===== src/rtl/bm_pkg.sv =====
// rtl/bm_pkg.sv - shared state type and per-step constants for bm_seq_mult8
package bm_pkg;

    typedef enum logic [1:0] {
        IDLE = 2'd0,
        MUL  = 2'd1,
        DONE = 2'd2
    } state_t;

    localparam int BM_STEPS = 4;

    // Left shift applied to each step's partial product, 4 bits per step, step 0 in the LSBs.
    localparam logic [15:0] STEP_SHIFT = {4'd8, 4'd4, 4'd4, 4'd0};

    // Bit n set: step n feeds the high nibble of that operand into the array.
    localparam logic [3:0] STEP_SEL_AH = 4'b1010;
    localparam logic [3:0] STEP_SEL_BH = 4'b1100;

endpackage


===== src/rtl/BM.sv =====
// rtl/BM.sv - 4x4 unsigned Braun array multiplier, purely combinational
module BM (
    input  logic [3:0] i_x,
    input  logic [3:0] i_y,
    output logic [7:0] o_p
);

    // Each row ANDs the multiplicand with one multiplier bit and ripples into the running sum.
    always_comb begin
        o_p = 8'h00;
        for (int i = 0; i < 4; i++) begin
            o_p = o_p + ({4'h0, i_x & {4{i_y[i]}}} << i);
        end
    end

endmodule


===== src/rtl/bm_seq_mult8.sv =====
// rtl/bm_seq_mult8.sv - sequential 8x8 unsigned multiplier sharing one 4x4 array over up to four steps
module bm_seq_mult8
    import bm_pkg::*;
#(
    parameter int EARLY_OUT = 0
) (
    input  logic        clk,
    input  logic        rst_n,
    input  logic        in_valid,
    output logic        in_ready,
    input  logic [7:0]  a,
    input  logic [7:0]  b,
    output logic        out_valid,
    input  logic        out_ready,
    output logic [15:0] p,
    output logic        busy
);

    state_t      r_state;
    logic [1:0]  r_step;
    logic [7:0]  r_a;
    logic [7:0]  r_b;
    logic [15:0] r_acc;
    logic [15:0] r_p;
    logic        r_out_valid;

    logic [3:0]  w_a_nib;
    logic [3:0]  w_b_nib;
    logic [7:0]  w_pp;
    logic [3:0]  w_shift;
    logic [15:0] w_pp_sh;
    logic [15:0] w_acc_next;
    logic        w_last;
    logic        w_accept;

    assign w_a_nib    = STEP_SEL_AH[r_step] ? r_a[7:4] : r_a[3:0];
    assign w_b_nib    = STEP_SEL_BH[r_step] ? r_b[7:4] : r_b[3:0];
    assign w_shift    = STEP_SHIFT[{r_step, 2'b00} +: 4];
    assign w_pp_sh    = {8'h00, w_pp} << w_shift;
    assign w_acc_next = r_acc + w_pp_sh;

    // With early-out, a zero high multiplier nibble makes steps 2 and 3 contribute nothing.
    assign w_last = (r_step == 2'(BM_STEPS - 1)) ||
                    ((EARLY_OUT != 0) && (r_step == 2'd1) && (r_b[7:4] == 4'h0));

    assign in_ready  = rst_n && ((r_state == IDLE) || ((r_state == DONE) && out_ready));
    assign w_accept  = in_valid && in_ready;
    assign out_valid = r_out_valid;
    assign p         = r_p;
    assign busy      = (r_state == MUL);

    BM u_bm (
        .i_x (w_a_nib),
        .i_y (w_b_nib),
        .o_p (w_pp)
    );

    always_ff @(posedge clk or negedge rst_n) begin
        if (!rst_n) begin
            r_state     <= IDLE;
            r_step      <= 2'd0;
            r_a         <= 8'h00;
            r_b         <= 8'h00;
            r_acc       <= 16'h0000;
            r_p         <= 16'h0000;
            r_out_valid <= 1'b0;
        end else begin
            case (r_state)
                IDLE: ;
                MUL: begin
                    r_acc  <= w_acc_next;
                    r_step <= r_step + 2'd1;
                    if (w_last) begin
                        r_p         <= w_acc_next;
                        r_out_valid <= 1'b1;
                        r_state     <= DONE;
                    end
                end
                DONE: begin
                    if (out_ready) begin
                        r_out_valid <= 1'b0;
                        r_state     <= IDLE;
                    end
                end
                default: r_state <= IDLE;
            endcase
            // Accept only happens in IDLE or draining DONE, so it overrides the IDLE exit above.
            if (w_accept) begin
                r_a     <= a;
                r_b     <= b;
                r_acc   <= 16'h0000;
                r_step  <= 2'd0;
                r_state <= MUL;
            end
        end
    end

endmodule


===== config.mk =====
export PLATFORM = sky130hd
export DESIGN_NAME = bm_seq_mult8
export DESIGN_NICKNAME = d
export VERILOG_FILES = /design/src/rtl/bm_pkg.sv /design/src/rtl/BM.sv /design/src/rtl/bm_seq_mult8.sv
export SDC_FILE = /design/constraint.sdc
export NUM_CORES = 1
export LEC_CHECK = 0
export BUFFER_PORTS_ARGS = -buffer_cell sky130_fd_sc_hd__buf_4
export CAP_MARGIN = 30
export CORE_ASPECT_RATIO = 2
export CORE_UTILIZATION = 40
export DETAILED_ROUTE_END_ITERATION = 7
export PLACE_DENSITY = 0.62
export SYNTH_ARGS = -nofsm -noshare
export SYNTH_HDL_FRONTEND = slang
export SYNTH_SLANG_ARGS = --single-unit

===== constraint.sdc =====
create_clock -name clk -period 14.65 [get_ports clk]
set_input_delay 1.465 -clock clk [delete_from_list [all_inputs] [get_ports clk]]
set_output_delay 1.465 -clock clk [all_outputs]
set_load 0.01 [all_outputs]

Word level (Yosys, flattened, before mapping)

Cells that the tools add are included.

Input bits: 20
Output and inout port bits: 19
ROM bits: 0
Latch bits: 0
Memories kept: 0
Flip-flop bits (word level): 53
Memory bits (writable): 0
Word-level logic and storage cells: 54

Mux-type cells: 17
Magnitude comparators: 1
Add/sub/neg operators: 5
Div/mod/pow operators: 0
Reductions and logical operators: 10
Shifts and indexed selects: 2
Bitwise logic cells: 4
$mul: 0
Equal/unequal tests: 8

Operator list:

| kind                                                      | number |
|---|---|
| 2-to-1 mux 16 bit                                         | 2 |
| adder 16 bit                                              | 1 |
| bitwise AND 4 bit                                         | 4 |
| indexed part select 16 x 5 -> 4 bit, first input constant | 1 |
| << shifter 8 x 4 -> 16 bit                                | 1 |
| 2-to-1 mux 2 bit                                          | 5 |
| adder 7 x 7 -> 8 bit                                      | 1 |
| 2-to-1 mux 4 bit                                          | 2 |
| adder 6 x 6 -> 7 bit                                      | 1 |
| adder 4 x 5 -> 6 bit                                      | 1 |
| case mux 2 bit (3 select lines)                           | 1 |
| AND reduction 3 bit                                       | 2 |
| binary-select mux 1 bit (select 2 bit)                    | 2 |
| == test 2 bit, second input constant                      | 2 |
| 2-to-1 mux 1 bit                                          | 4 |
| != test 2 bit, second input constant                      | 2 |
| nonzero test 2 bit                                        | 2 |
| logical AND 1 bit                                         | 3 |
| < comparator 2 x 3 -> 1 bit, second input constant        | 1 |
| != test 3 x 1 -> 1 bit, second input constant             | 1 |
| != test 3 bit, second input constant                      | 1 |
| adder 2 x 1 -> 2 bit, second input constant               | 1 |
| == test 2 x 1 -> 1 bit, second input constant             | 1 |
| zero test 2 bit                                           | 1 |
| other kinds (4)                                           | 4 |

Depth between registers and ports, before layout

Depth after elaboration: 11
Gate-level depth with buffers: 21
Mapped depth without buffers: 20

Cells and area by module

From an unflattened synthesis, not the netlist that was laid out.

Cells, all modules: 361
Area, all modules: 3445.8 um^2

By module, submodules not included:

| module       | times used | area an instance (um^2) | cells each | sequential area each (um^2) |
|---|---|---|---|---|
| bm_seq_mult8 | 1          | 3060.4                  | 319        | 1326.3 |
| BM           | 1          | 385.4                   | 42         | 0.0 |

Worst setup path before layout

Ideal clock, no wire load.

Path type: register -> register
Start point: reg r_step[0]
End point: reg r_p[15] (netlist: p[15])
Slack: 9.832 ns
Buffers on the path: 1
Period minus slack after synthesis: 4.818 ns
Data arrival time: 4.693 ns
Stages on the path, launching flop included: 21
Library setup time: 0.125 ns
Data required time: 14.525 ns
Cell sequence: dfrtp_1 -> clkbuf_1 -> mux2i_1 -> nor2_1 -> fa_1 -> fa_1 -> ha_1 -> fa_1 -> a21oi_2 -> inv_1 -> a21oi_1 -> xnor2_1 -> a22o_1 -> ha_1 -> nand2_1 -> nor3_1 -> a21oi_1 -> nand2_1 -> nor2_1 -> xnor3_1 -> mux2_2

Word-level cells in the longest chain between the ends: 9
Elaborated cells on any way between the ends: 18
Those cells by class: add/sub: 4; eq/ne: 1; shift: 2; mux: 6; bitwise: 4; reduce/logical: 1

RTL lines:

| element                                                   | RTL line                               | source |
|---|---|---|
| start, declared                                           | bm_seq_mult8.sv:20                     | `logic [1:0] r_step;` |
| start signal, assigned                                    | bm_seq_mult8.sv:72                     | `r_step <= r_step + 2'd1;` |
| binary-select mux 1 bit (select 2 bit) (on tied branches) | bm_seq_mult8.sv:36, bm_seq_mult8.sv:37 |  |
| 2-to-1 mux 1 bit (on tied branches)                       | bm_seq_mult8.sv:36, bm_seq_mult8.sv:37 |  |
| 2-to-1 mux 4 bit (on tied branches)                       | bm_seq_mult8.sv:36, bm_seq_mult8.sv:37 |  |
| bitwise AND 4 bit                                         | BM.sv:12                               | `o_p = o_p + ({4'h0, i_x & {4{i_y[i]}}} << i);` |
| adder 4 x 5 -> 6 bit                                      | BM.sv:12                               |  |
| adder 6 x 6 -> 7 bit                                      | BM.sv:12                               |  |
| adder 7 x 7 -> 8 bit                                      | BM.sv:12                               |  |
| << shifter 8 x 4 -> 16 bit                                | bm_seq_mult8.sv:39                     | `assign w_pp_sh = {8'h00, w_pp} << w_shift;` |
| adder 16 bit                                              | bm_seq_mult8.sv:40                     | `assign w_acc_next = r_acc + w_pp_sh;` |
| end signal, assigned                                      | bm_seq_mult8.sv:74                     | `r_p <= w_acc_next;` |
| end, declared                                             | bm_seq_mult8.sv:24                     | `logic [15:0] r_p;` |

Several ways; a longest one is shown, not always the timed one. The select of a mux whose other input is x is not followed.
A chain may end at the register's enable or synchronous reset.

Worst setup path after layout

Ends and elaborated chain as after synthesis.

==> qor.txt <==
Met2 wire len = 4300 µm
Crit-path cells = mux2i_1 -> nor2_1 -> fa_1 -> fa_1 -> ha_1 -> fa_1 -> a21oi_2 -> inv_1 -> a21oi_1 -> xnor2_1 -> a22o_1 -> ha_1 -> nand2_1 -> nor3_1 -> nand3_1 -> nand2_1 -> nor2_1 -> xnor3_1 -> mux2_2
Cell area after technology mapping = 0.00335 mm²
Remaining Overflow, GRT = 0
Routed Wire Length = 7410 µm
DRT met1 WL = 2540 µm
I/O Buffers = 38
DRC = 0
Area contributors post-synth = dfrtp_1 40%, ha_1 9.7%, o21ai_1 4.8%
Sink Count = 53
Area leader, netlist = dfrtp_1
Initial Utilization = 41.8%
DR iter-0 viols = 64
GRT Util Overall = 19.2%
Worst-case clock skew = 6.19 ps
Top cells by count, synth = 53 x dfrtp_1, 32 x o21ai_1, 30 x nand2_1
Fin crit share = 35.7%
Asr flop ratio synth = 100%
Status = completed
Depth of the CTS H-tree = 2
Unrepaired setup endpoints after global routing = no
Post-DP HPWL = 5790 µm
CTS Buf Count = 5
Ratio of cells with drive above 1 in the final layout = 15.9%
First-pass DRT Iterations = 4
Max stage delay cell, worst path = dfrtp_1
Ant. Diodes = 0
Vias in the first global route = 2,745
CTS tree = done
Final Hold Viols = 0
Routability cong. = 0.884
Crit-path most repeated cell = fa_1
Clk Latency, worst-skew pair = 300 ps
Met3 wire len = 229 µm
Setup CP Type = flop to flop
Required time of the critical path = 14,840 ps
Crit. End Element = flop
Min cycle time layout = 5230 ps
Die height = 131 µm
Cell with the most instances after synthesis = dfrtp_1
Post_cts resized = 0
Post-synth EDFFs = 0
Vias/cell = 5.48
Final Util = 48.4%
CP top delay family = adder cells
CP arrival = 5410 ps
ANT nets after route = 0
Global-route wire length before repair = 12,700 µm
I/O pin count = 39
Row count = 46
Number of synthesized register bits = 53
Vias = 2,594
Most common flop cell mapped by yosys = dfrtp_1
Yosys top cell area share = 39.6%
Die Area = 0.00876 mm²
Fill count = 773
CTS max path bufs = 2
F_max = 191 MHz
Layout area overhead = 15.8%
Die width = 66.7 µm
Max-slew violation count = 0
Setup Total Neg Slack = 0 ps
Post-synth cell types = 45
Syn_area_per_cell = 9.79 µm²
Mapped Nets = 394
Final Setup Violations = 0
Worst setup SP type = flop
Clk root buf = clkbuf_16
Max_slew headroom = 54.5%
Reg clk slew, reported paths = 70 ps
Sequential area share after synthesis = 39.6%
Initial antenna violation count = 0
Slew @ Worst Pin = 683 ps
Top layer in use = met4
Hold buffer count at cts = 0
Core Area = 0.00800 mm²
Pin count of the biggest net entering global routing = 55
HP Class = flop to flop
Cells after Synth = 342
CP max stage delay = 550 ps
Layout Nets = 428
WP buf/inv = 1
Setup Buffers After CTS = 0
Average routed wire per standard cell = 15.7 µm
YS warnings = 0
Count of maximum capacitance violations = 0
Crit path max fanout = 7
==> worst reg2reg max path: cells and delay by family (launching register included) <==
kind | cells | cell delay, ps
adder cells (fa/ha/maj) | 5 | 2060
AND/OR/NAND/NOR | 6 | 840
multiplexers | 2 | 680
AO/OA/AOI/OAI | 3 | 600
flip-flops | 1 | 550
XOR/XNOR | 2 | 290
buffers and inverters | 1 | 100
==> per-layer routing <==
metal	up-vias	GRT usage [%]
met4	0	10.6
met5	-	0
met1	1216	18.8
met3	30	2.86
met2	70	36.0
li1	1278	-
==> cells by family (layout without fill, tap and decap cells) <==
| kind of cell | count (synthesis) | count (layout) | synth area share, % |
|---|---|---|---|
| compound gates | 82 | 82 | 14.4 |
| xor+xnor | 18 | 18 | 5.12 |
| fa+ha+maj | 32 | 32 | 13.3 |
| buf+inv | 25 | 60 | 3.10 |
| flops | 53 | 53 | 39.6 |
| mux | 29 | 29 | 9.35 |
| simple gates | 103 | 103 | 15.1 |
==> state kept, by name (all words and copies together), names as in the netlist <==
register	cells
r_b	8
r_a	8
out_valid	1
r_step	2
p	16
r_acc	16
r_state	2
==> through the flow <==
stage	cells	hold slack (ps)	setup slack, ps	cell area [µm²]
after floorplan	342	449	9830	3350
after global placement	464	470	9700	3700
after detailed placement	465	477	9470	3730
after CTS	473	492	9450	3870
after global routing	473	505	9210	3870
final	473	484	9420	3870
==> final cells by class <==
type / count / area, µm² / share of cell area, %
clock buffer: 5 / 125 / 3.23
multi-input combinational: 264 / 1920 / 49.5
clock inverter: 3 / 17.5 / 0.452
tap: 96 / 120 / 3.10
inverter: 11 / 41.3 / 1.07
timing repair buffer: 41 / 328 / 8.46
sequential: 53 / 1330 / 34.2
==> cells in the final DEF (no fill, tap or decap), types with 2 or more instances in the layout <==
master and instances:
dfrtp_1 53, buf_4 40, o21ai_1 32, nand2_1 30, nor2_1 28, ha_1 26
nand3_1 20, a21oi_1 19, mux2_1 13, o21ai_0 12, mux2i_1 11, inv_1 10
xor2_1 9, xnor2_1 8, fa_1 6, a21o_1 5, mux2_2 5, clkbuf_16 5
a22o_1 4, or2_1 4, nor3_1 4, and2_1 3, nor2b_1 2, nor4b_1 2
nand2b_1 2, nand4_1 2, o21a_1 2, clkinv_2 2
==> final timing paths <==
kind,startpoint,endpoint,slack [ps],depth (start not counted)
setup / recovery,r_step[0],p[15],9420,19
hold / removal,p[12],p[12],480,2
setup reg to reg,r_step[0],p[15],9420,19
hold reg to reg,p[12],p[12],480,2
max in group asynchronous,rst_n,r_acc[12],12990,1
min in group asynchronous,rst_n,r_b[1],1210,1
Power is not shown: default switching activity piles up to over one toggle a cycle in this logic, so the estimate is an artifact.
